### src/rtl/calc_keypad.sv
// Scanned 4x4 calculator keypad front end: synchronizes the rows, scans the columns,
// debounces one captured key, emits its code once and waits for the key to be released.
module calc_keypad #(
  parameter int SCAN_DIV = 4,
  parameter int DEBOUNCE = 8,
  parameter int CMD_HOLD = 10
) (
  input  logic       clock,
  input  logic       reset,
  input  logic [3:0] rows,
  output logic [3:0] cols,
  output logic [3:0] cmd,
  output logic [1:0] key_state
);

  localparam int DIV_W  = $clog2(SCAN_DIV + 1);
  localparam int DEB_W  = $clog2(DEBOUNCE + 1);
  localparam int HOLD_W = $clog2(CMD_HOLD + 1);

  localparam logic [DIV_W-1:0]  DIV_LAST  = DIV_W'(SCAN_DIV - 1);
  localparam logic [DEB_W-1:0]  DEB_LAST  = DEB_W'(DEBOUNCE - 1);
  localparam logic [HOLD_W-1:0] HOLD_LAST = HOLD_W'(CMD_HOLD - 1);

  localparam logic [3:0] CMD_IDLE = 4'b1111;

  typedef enum logic [1:0] {
    S_SCAN     = 2'b00,
    S_DEBOUNCE = 2'b01,
    S_EMIT     = 2'b10,
    S_RELEASE  = 2'b11
  } state_t;

  state_t            state, state_next;
  logic [3:0]        rs_meta, rs;
  logic [1:0]        col_idx, col_next;
  logic [DIV_W-1:0]  div_cnt, div_next;
  logic [DEB_W-1:0]  deb_cnt, deb_next;
  logic [HOLD_W-1:0] hold_cnt, hold_next;
  logic [1:0]        cap_row, cap_row_next;
  logic [1:0]        cap_col, cap_col_next;
  logic [1:0]        low_row;
  logic [3:0]        key_code;

  // NOTE: sequential state uses non-blocking assignments so every register updates from pre-edge values.
  always_ff @(posedge clock) begin
    if (reset) begin
      rs_meta <= 4'b1111;
      rs      <= 4'b1111;
    end else begin
      rs_meta <= rows;
      rs      <= rs_meta;
    end
  end

  always_ff @(posedge clock) begin
    if (reset) begin
      state    <= S_SCAN;
      col_idx  <= 2'd0;
      div_cnt  <= '0;
      deb_cnt  <= '0;
      hold_cnt <= '0;
      cap_row  <= 2'd0;
      cap_col  <= 2'd0;
    end else begin
      state    <= state_next;
      col_idx  <= col_next;
      div_cnt  <= div_next;
      deb_cnt  <= deb_next;
      hold_cnt <= hold_next;
      cap_row  <= cap_row_next;
      cap_col  <= cap_col_next;
    end
  end

  // Lowest-index pressed row wins when several rows are low in the same slot.
  always_comb begin
    if (!rs[0])      low_row = 2'd0;
    else if (!rs[1]) low_row = 2'd1;
    else if (!rs[2]) low_row = 2'd2;
    else             low_row = 2'd3;
  end

  assign key_code = {cap_row, cap_col};

  // NOTE: every next-value is defaulted first so no path through the case infers a latch.
  always_comb begin
    state_next   = state;
    col_next     = col_idx;
    div_next     = div_cnt;
    deb_next     = deb_cnt;
    hold_next    = hold_cnt;
    cap_row_next = cap_row;
    cap_col_next = cap_col;

    unique case (state)
      S_SCAN: begin
        if (div_cnt == DIV_LAST) begin
          div_next = '0;
          if (rs != 4'b1111) begin
            state_next   = S_DEBOUNCE;
            cap_row_next = low_row;
            cap_col_next = col_idx;
          end else begin
            col_next = col_idx + 2'd1;
          end
        end else begin
          div_next = div_cnt + DIV_W'(1);
        end
      end

      S_DEBOUNCE: begin
        if (rs[cap_row]) begin
          state_next = S_SCAN;
          col_next   = col_idx + 2'd1;
          deb_next   = '0;
        end else if (deb_cnt == DEB_LAST) begin
          deb_next   = '0;
          // Code 15 is reserved: it is debounced and released but never emitted.
          state_next = (key_code == 4'd15) ? S_RELEASE : S_EMIT;
        end else begin
          deb_next = deb_cnt + DEB_W'(1);
        end
      end

      S_EMIT: begin
        if (hold_cnt == HOLD_LAST) begin
          hold_next  = '0;
          state_next = S_RELEASE;
        end else begin
          hold_next = hold_cnt + HOLD_W'(1);
        end
      end

      S_RELEASE: begin
        if (!rs[cap_row]) begin
          deb_next = '0;
        end else if (deb_cnt == DEB_LAST) begin
          deb_next   = '0;
          state_next = S_SCAN;
          col_next   = col_idx + 2'd1;
        end else begin
          deb_next = deb_cnt + DEB_W'(1);
        end
      end

      default: state_next = S_SCAN;
    endcase
  end

  // The column index is frozen outside SCAN, so the captured column stays driven.
  always_comb begin
    cols          = 4'b1111;
    cols[col_idx] = 1'b0;
  end

  assign cmd       = (state == S_EMIT) ? key_code : CMD_IDLE;
  assign key_state = state;

endmodule

### config.mk
export PLATFORM = sky130hd
export DESIGN_NAME = calc_keypad
export DESIGN_NICKNAME = d
export VERILOG_FILES = /design/src/rtl/calc_keypad.sv
export SDC_FILE = /design/constraint.sdc
export NUM_CORES = 1
export LEC_CHECK = 0
export ABC_AREA = 1
export CAP_MARGIN = 0
export CORE_UTILIZATION = 60
export CTS_BUF_LIST = sky130_fd_sc_hd__clkbuf_8
export DETAILED_ROUTE_END_ITERATION = 12
export PLACE_DENSITY = 0.89
export SETUP_SLACK_MARGIN = 0.02
export SYNTH_ARGS = -nofsm -noshare
export SYNTH_HDL_FRONTEND = slang
export SYNTH_SLANG_ARGS = --single-unit
### constraint.sdc
create_clock -name clock -period 2.7 [get_ports clock]
set_clock_uncertainty 0.05 [all_clocks]
set_input_delay 0.81 -clock clock [delete_from_list [all_inputs] [get_ports clock]]
set_output_delay 0.81 -clock clock [all_outputs]
set_load 0.02 [all_outputs]
Word level (Yosys, flattened, before mapping)

Cells that the tools add are included.

Add/subtract/negate cells: 4
$lt $le $gt $ge: 3
Equality and inequality tests: 16
Mux-type cells: 29
Bitwise gates (word level): 1
Reduce and logical (&&, ||, !) cells: 7

Operators by type and width:

| operator                                                              | count |
|---|---|
| 2-bit two-way mux                                                     | 14 |
| 4-bit two-way mux                                                     | 5 |
| 2-bit inequality test (second input constant)                         | 7 |
| 6-bit AND reduction                                                   | 2 |
| 4-bit by 1-bit adder with 4-bit output (second input constant)        | 2 |
| 4-bit == test (second input constant)                                 | 2 |
| 2-bit one-hot mux with 4 select lines                                 | 1 |
| 4-bit one-hot mux with 2 select lines                                 | 1 |
| 2-bit by 3-bit < comparator with 1-bit output (second input constant) | 2 |
| 2-bit one-hot mux with 3 select lines                                 | 1 |
| 2-bit == test (second input constant)                                 | 2 |
| 4-bit by 3-bit == test with 1-bit output (second input constant)      | 1 |
| 1-bit two-way mux                                                     | 4 |
| 4-bit inequality test (second input constant)                         | 1 |
| 4-bit inverter                                                        | 1 |
| 3-bit by 1-bit adder with 3-bit output (second input constant)        | 1 |
| 3-bit by 2-bit == test with 1-bit output (second input constant)      | 1 |
| 3-bit two-way mux                                                     | 1 |
| 3-bit inequality test (second input constant)                         | 1 |
| 3-bit AND reduction                                                   | 1 |
| 3-bit nonzero test                                                    | 1 |
| 2-bit by 1-bit adder with 2-bit output (second input constant)        | 1 |
| 1-bit binary-select mux with 2-bit select                             | 1 |
| 1-bit demux with 2-bit select                                         | 1 |
| other kinds (5)                                                       | 5 |

Register bits: 27
Input port bits: 6
Output and inout bits: 10

Depth between registers and ports, before layout

Gate-level depths: netlist of run 1.

Depth in word-level cells: 5
Depth in mapped cells: 10
Gate-level depth less buffers: 10

Least setup slack after synthesis of run 1

OpenSTA, ideal clock, no wires.

Path type: reg-to-output
Start point: register state[0], in the netlist key_state[0]
End point: output port cmd[0]
Arrival: 1.164 ns
Required time: 1.840 ns
Setup slack: 0.676 ns
Stages on the path, launching flop included: 5
Buffers on the path: 1
Cells stage by stage: dfxtp_1 inv_1 ha_1 buf_4 nand2_1

Word-level cells in the longest chain between the ends: 2

RTL lines:

| element                  | line | RTL |
|---|---|---|
| start: declaration       | 33   | `state_t state, state_next;` |
| start signal: assignment | 65   | `state <= state_next;` |
| 2-bit == test            | 156  | `assign cmd = (state == S_EMIT) ? key_code : CMD_IDLE;` |
| 4-bit two-way mux        | 156  |  |
| end: declaration         | 12   | `output logic [3:0] cmd,` |

Every way passes these cells.

Worst setup path in the final report of run 1

Ends and elaborated chain as after synthesis.

==> key figures, run 1 <==
Synthesis
  – Yosys top cell by area: dfxtp_1
  – Cells after synthesis: 183
  – Post-synthesis sequential area ratio: 38.8%
  – Post-Syn Nets: 199
  – Netlist Area Pre-Place: 1390 um^2
  – Synth cell types: 24
  – Top post-synthesis cells by area: dfxtp_1 39%, ha_1 9.0%, nand2_1 8.6%
  – Mean Syn Cell Area: 7.62 um^2
  – Warnings from Yosys: 0
  – #FFs+latches synth: 27
  – Top-area cell type share of the netlist area: 38.8%

Floorplanning
  – Die X: 50.2 um
  – FP Rows: 17
  – Die ar.: 2520 um^2
  – Core Area: 2190 um^2
  – Die height: 50.2 um
  – Starting Density: 63.6%
  – I/O pins: 16

Timing
  – Slew Limit Fails: 0
  – Peak Freq: 398 MHz
  – Worst-Margin Slew: 0.296 ns
  – Sum Neg Setup Slack: 0 ns
  – Fin crit share: 93.2%
  – Final hold violations: 0
  – Tmin final: 2.52 ns
  – Setup-failing EPs final: 0
  – RSZ-0062 raised after global routing: no
  – Slew Limit Headroom: 80.3%

Routing
  – Vias: 1,200
  – Routed Antenna Nets: 0
  – Vias per cell: 5.24
  – Drt total wl: 2.86 mm
  – Drt wl/cell: 12.5 um
  – Iter 0 DRT Violations: 26
  – DRT Pass-1 Iters: 4
  – Post-route DRC violation count: 0

Pwr
  – Clock power share: 27.1%
  – LEAKAGE: 0.678 nW
  – Internal Power: 612 uW
  – PD cells: 538 nW/um^2
  – Sw Ratio: 30.3%
  – Final Power: 878 uW
  – Switching power: 266 uW
  – Max IR drop VDD: 409 uV
  – Sequential Power Share: 50.3%
  – Combinational Power Share: 22.6%

Finish
  – Multi-input logic area: 727 um^2
  – Reg area: 541 um^2
  – Layout cells sized above 1: 20.4%
  – Diode count: 0
  – Final nets: 218
  – Final instance area: 1630 um^2
  – Fillers: 150
  – Area grow syn2layout: 17.1%

Setup path
  – CP Max Fanout: 9
  – Critical Path Start: key_state[0]$_SDFFE_PP0P_
  – WP data required: 1.84 ns
  – Crit path kind: reg -> out
  – R2R setup slack: 1.10 ns
  – Critical Path AT: 1.66 ns
  – CP startpoint kind: flop
  – Crit path capture: cmd[0]
  – Crit path capture type: output port
  – Cell count of the worst reg-to-reg path: 8

Status
  – Status: finished, final reports clean

Global route
  – Antenna violations before repair: 0
  – First-pass GRT wire length: 4.95 mm
  – GR Util All Layers: 26.5%
  – Total congestion overflow: 0
  – Largest net degree at the start of global routing: 17
  – Vias in the first global route: 1,188

Place
  – GPL Wtd Cong: 0.848
  – PortBufs: 15
  – DP HPWL: 2.22 mm
  – Placed cell area: 1580 um^2

CTS
  – CTS buffer count: 3
  – CTS tree: yes
  – Clock Root Buffer: clkbuf_8
  – Hold bufs inserted after CTS: 0
  – Clk slew on worst S/H paths: 0.10 ns
  – H-tree depth: 1
  – CTS sink cnt: 27
  – Later-pin clock latency in the skew report: 0.28 ns
  – Longest Clk Path Bufs: 2

Worst hold path
  – HP Class: reg -> reg

Flow run
  – # Max-Cap Violations: 0
## metal layers
layer	track usage, %	wire length, um
met1	28.8	1220
met2	46.0	1450
met3	6.36	91
met4	15.7	102
met5	0	0
## cell type report
type	count	area share [%]
clock inverters	1	0.460
repair buffers	18	10.6
multi-input cells	123	44.5
well taps	28	2.15
flip-flops and latches	27	33.1
clock buffers	3	2.53
inverters	29	6.67
## cell usage after synthesis
cell type  instances
or2_2              8
clkbuf_1           2
nor3_1             3
nor2_4             1
nor2_2             4
ha_1              10
dfxtp_1           27
clkbuf_2           1
nand3_2            5
buf_4              1
nand4_1            2
nand2_1           32
nand3_1            8
o21ai_2            2
a211oi_1           3
a21oi_2            1
inv_1             26
nand2_4            2
o21ai_1            2
inv_2              3
o21ai_0            6
nor2_1            12
nand2_2            7
a21oi_1           15
## power groups by stage
stage	logic, mW	registers, mW	clock network [mW]
after detailed placement	0.197	0.451	0
final	0.199	0.442	0.238
after CTS	0.199	0.442	0.240
after floorplan	0.129	0.452	0
after global routing	0.221	0.446	0.254
after global placement	0.187	0.449	0
## registers in the layout, indices dropped and copies added, names as in the netlist, named ones only
| name | flops |
|---|---|
| cap_row | 2 |
| deb_cnt | 4 |
| rs | 4 |
| div_cnt | 3 |
| rs_meta | 4 |
| col_idx | 2 |
| key_state | 1 |
| hold_cnt | 4 |
| cap_col | 2 |
## per-stage QoR
step / hold WS, ns / worst slack, ns / util (%) / instances
after floorplan: 0.339 / 0.676 / - / 183
after CTS: 0.373 / 0.0795 / 74.4 / 229
after detailed placement: 0.349 / 0.397 / 72.2 / 225
after global placement: 0.341 / 0.467 / 72.2 / 225
final: 0.370 / 0.185 / 74.5 / 229
after global routing: 0.381 / 0.120 / 74.5 / 229
## critical path: stages (launching register included)
cell	delay [ns]
dfxtp_1	0.34
inv_1	0.07
ha_2	0.25
nand2_1	0.10
clkdlybuf4s50_1	0.60
## worst min-delay path by stage
stage | cells after the start | end | slack (ns) | from
floorplan | 1 | rs[0]$_SDFF_PP1_ | 0.34 | rs_meta[0]$_SDFF_PP1_
global placement | 1 | rs[0]$_SDFF_PP1_ | 0.34 | rs_meta[0]$_SDFF_PP1_
detailed placement | 1 | rs[2]$_SDFF_PP1_ | 0.35 | rs_meta[2]$_SDFF_PP1_
CTS | 1 | rs[2]$_SDFF_PP1_ | 0.37 | rs_meta[2]$_SDFF_PP1_
global route | 1 | rs[3]$_SDFF_PP1_ | 0.38 | rs_meta[3]$_SDFF_PP1_
finish | 1 | rs[2]$_SDFF_PP1_ | 0.37 | rs_meta[2]$_SDFF_PP1_
## layout by cell type, fill, tap and decap left out
cell | netlist | final
nand2_4 | 2 | 2
o21ai_1 | 2 | 2
nand3_1 | 8 | 8
clkbuf_8 | 0 | 3
nor2_2 | 4 | 4
o21ai_2 | 2 | 2
clkinvlp_4 | 0 | 1
ha_2 | 0 | 1
nand4_1 | 2 | 2
inv_1 | 26 | 26
clkdlybuf4s50_1 | 0 | 15
nor2_1 | 12 | 12
or2_2 | 8 | 8
a21oi_1 | 15 | 15
o21ai_0 | 6 | 6
ha_1 | 10 | 9
inv_2 | 3 | 3
buf_4 | 1 | 3
nand2_1 | 32 | 32
a211oi_1 | 3 | 3
nand3_2 | 5 | 5
a21oi_2 | 1 | 1
nor3_1 | 3 | 3
dfxtp_1 | 27 | 27
nor2_4 | 1 | 1
nand2_2 | 7 | 7
## kinds of logic after synthesis
| family | count (synthesis) | share of synthesized area [%] |
|---|---|---|
| AOI/OAI and AO/OA | 29 | 11.8 |
| adders and majority gates | 10 | 8.98 |
| DFF | 27 | 38.8 |
| and+or+nand+nor | 84 | 31.2 |
| buffers and inverters | 33 | 9.25 |
## timing repair
action	in CTS	in global routing
resized for setup	0	1
buffers inserted	0	0
setup endpoints to repair	0	2
No activity file was read; power rests on OpenSTA's default activity.
==> run 2: changes to the inputs <==
HOLD_SLACK_MARGIN = 0.08   (was default)
SKIP_LAST_GASP = 1   (was default)
==> results of run 2 <==
No change in the layout: final DEF, timing and power equal those of run 1.
==> run 3: changes to the inputs <==
CORE_UTILIZATION = 55   (was 60)
PLACE_DENSITY = 0.82   (was 0.89)
==> key figures, run 3 (same netlist as run 1, synthesis figures left out) <==
Status
  – Status: finished, final reports clean

Routing
  – Drt total wl: 2.63 mm (-8.2%)
  – Routed Antenna Nets: 0 (unchanged)
  – DRT Pass-1 Iters: 4 (unchanged)
  – Drt wl/cell: 11.5 um (-7.8%)
  – Iter 0 DRT Violations: 44 (+69%)
  – Vias: 1,186 (-1.2%)
  – Vias per cell: 5.20 (-0.73%)
  – Post-route DRC violation count: 0 (unchanged)

Pwr
  – PD cells: 537 nW/um^2 (about the same)
  – Max IR drop VDD: 573 uV (+40%)
  – Internal Power: 615 uW (+0.41%)
  – Switching power: 260 uW (-2.4%)
  – Sequential Power Share: 50.5% (+0.2 points)
  – Clock power share: 27.1% (about the same)
  – Combinational Power Share: 22.4% (-0.2 points)
  – LEAKAGE: 0.678 nW (about the same)
  – Sw Ratio: 29.7% (-0.60 points)

Floorplanning
  – Die height: 52.3 um (+4.3%)
  – FP Rows: 17 (unchanged)
  – Die X: 52.3 um (+4.3%)
  – Die ar.: 2740 um^2 (+8.7%)
  – I/O pins: 16 (unchanged)
  – Starting Density: 60.7% (-2.9 points)
  – Core Area: 2300 um^2 (+4.9%)

Place
  – GPL Wtd Cong: 0.827 (-2.5%)
  – Placed cell area: 1570 um^2 (-0.47%)
  – PortBufs: 15 (unchanged)
  – DP HPWL: 2.10 mm (-5.5%)

Timing
  – Setup-failing EPs final: 0 (unchanged)
  – Peak Freq: 398 MHz (+0.12%)
  – Final hold violations: 0 (unchanged)
  – Tmin final: 2.51 ns (-0.00293 ns)
  – Slew Limit Fails: 0 (unchanged)
  – Fin crit share: 93.1% (-0.11 points)
  – Slew Limit Headroom: 79.8% (-0.45 points)
  – RSZ-0062 raised after global routing: no
  – Sum Neg Setup Slack: 0 ns (unchanged)
  – Worst-Margin Slew: 0.302 ns (+0.00673 ns)

Global route
  – Total congestion overflow: 0 (unchanged)
  – Vias in the first global route: 1,121 (-5.6%)
  – Largest net degree at the start of global routing: 18 (+1)
  – Antenna violations before repair: 0 (unchanged)
  – GR Util All Layers: 21.7% (-4.8 points)
  – First-pass GRT wire length: 4.40 mm (-11%)

CTS
  – CTS sink cnt: 27 (unchanged)
  – Hold bufs inserted after CTS: 0 (unchanged)
  – CTS buffer count: 3 (unchanged)
  – Post-cts resize count: 0 (unchanged)
  – CTS tree: yes
  – Longest Clk Path Bufs: 2 (unchanged)
  – Later-pin clock latency in the skew report: 0.27 ns (about the same)
  – Clk slew on worst S/H paths: 0.09 ns (about the same)
  – H-tree depth: 1 (unchanged)
  – Clock Root Buffer: clkbuf_8
  – Setup repair bufs after CTS: 0 (unchanged)

Finish
  – Area grow syn2layout: 16.7%
  – Commonest non-fill, non-tap cell in the layout: nand2_1
  – Final Core Density: 70.8% (-3.7 points)
  – Final nets: 217 (-0.46%)
  – Layout cells sized above 1: 20.0% (-0.40 points)
  – Final instance area: 1630 um^2 (-0.38%)
  – Most frequent cells in the layout: 32 x nand2_1, 27 x dfxtp_1, 26 x inv_1
  – Diode count: 0 (unchanged)

Worst hold path
  – HP Class: reg -> reg

Setup path
  – Critical Path AT: 1.65 ns (about the same)
  – CP cell instances: inv_1, ha_2, nand2_1, clkdlybuf4s50_1
  – WP data required: 1.84 ns (about the same)
  – Crit path kind: reg -> out
  – Slowest Stage Delay on Critical Path: 0.60 ns (about the same)
  – CP Max Fanout: 9 (unchanged)
  – Critical path's slowest cell: clkdlybuf4s50_1
  – Crit path capture type: output port
  – CP startpoint kind: flop

Flow run
  – # Max-Cap Violations: 0 (unchanged)
## run 3: layout make-up
class	instances	area, um^2
clock buffers	3	41.3
clock inverters	1	8.76
fillers	182	671
inverters	29	109
multi-input cells	123	727
flip-flops and latches	27	541
well taps	28	35.0
repair buffers	17	165
## run 3: layer usage
| metal | up-vias | track usage [%] | wire length [um] |
|---|---|---|---|
| met5 | - | 0 | 0 |
| li1 | 614 | - | - |
| met4 | 0 | 5.70 | 23 |
| met2 | 36 | 39.7 | 1360 |
| met3 | 4 | 5.80 | 120 |
| met1 | 532 | 24.4 | 1120 |
## run 3: stage by stage
stage / hold slack (ns) / setup WS, ns / instances / total power [mW]
3_3_place_gp: 0.342 / 0.467 / 224 / 0.635
3_5_place_dp: 0.346 / 0.405 / 224 / 0.647
2_1_floorplan: 0.339 / 0.676 / 183 / 0.581
5_1_grt: 0.378 / 0.108 / 228 / 0.925
6_report: 0.367 / 0.188 / 228 / 0.874
4_1_cts: 0.370 / 0.0911 / 228 / 0.883
## run 3: power groups by stage
stage / logic (mW) / clock network (mW) / registers (mW)
finish: 0.196 / 0.237 / 0.442
global route: 0.218 / 0.261 / 0.446
CTS: 0.197 / 0.244 / 0.442
detailed placement: 0.196 / 0 / 0.451
global placement: 0.186 / 0 / 0.449
floorplan: 0.129 / 0 / 0.452
## run 3: critical path: cells and delay by family (launching register included)
family        cells  cell delay (ns)
buf+inv           2             0.67
flops             1             0.34
fa+ha+maj         1             0.25
simple gates      1             0.11
## run 3: path summary, 6_finish.rpt
kind                             startpoint          endpoint  slack (ns)  cells after the start
hold / removal        rs_meta[3]$_SDFF_PP1_  rs[3]$_SDFF_PP1_        0.37                      1
setup / recovery  key_state[0]$_SDFFE_PP0P_            cmd[3]        0.19                      4
setup reg to reg                       flop              flop        1.04                      8
hold reg to reg       rs_meta[3]$_SDFF_PP1_  rs[3]$_SDFF_PP1_        0.37                      1
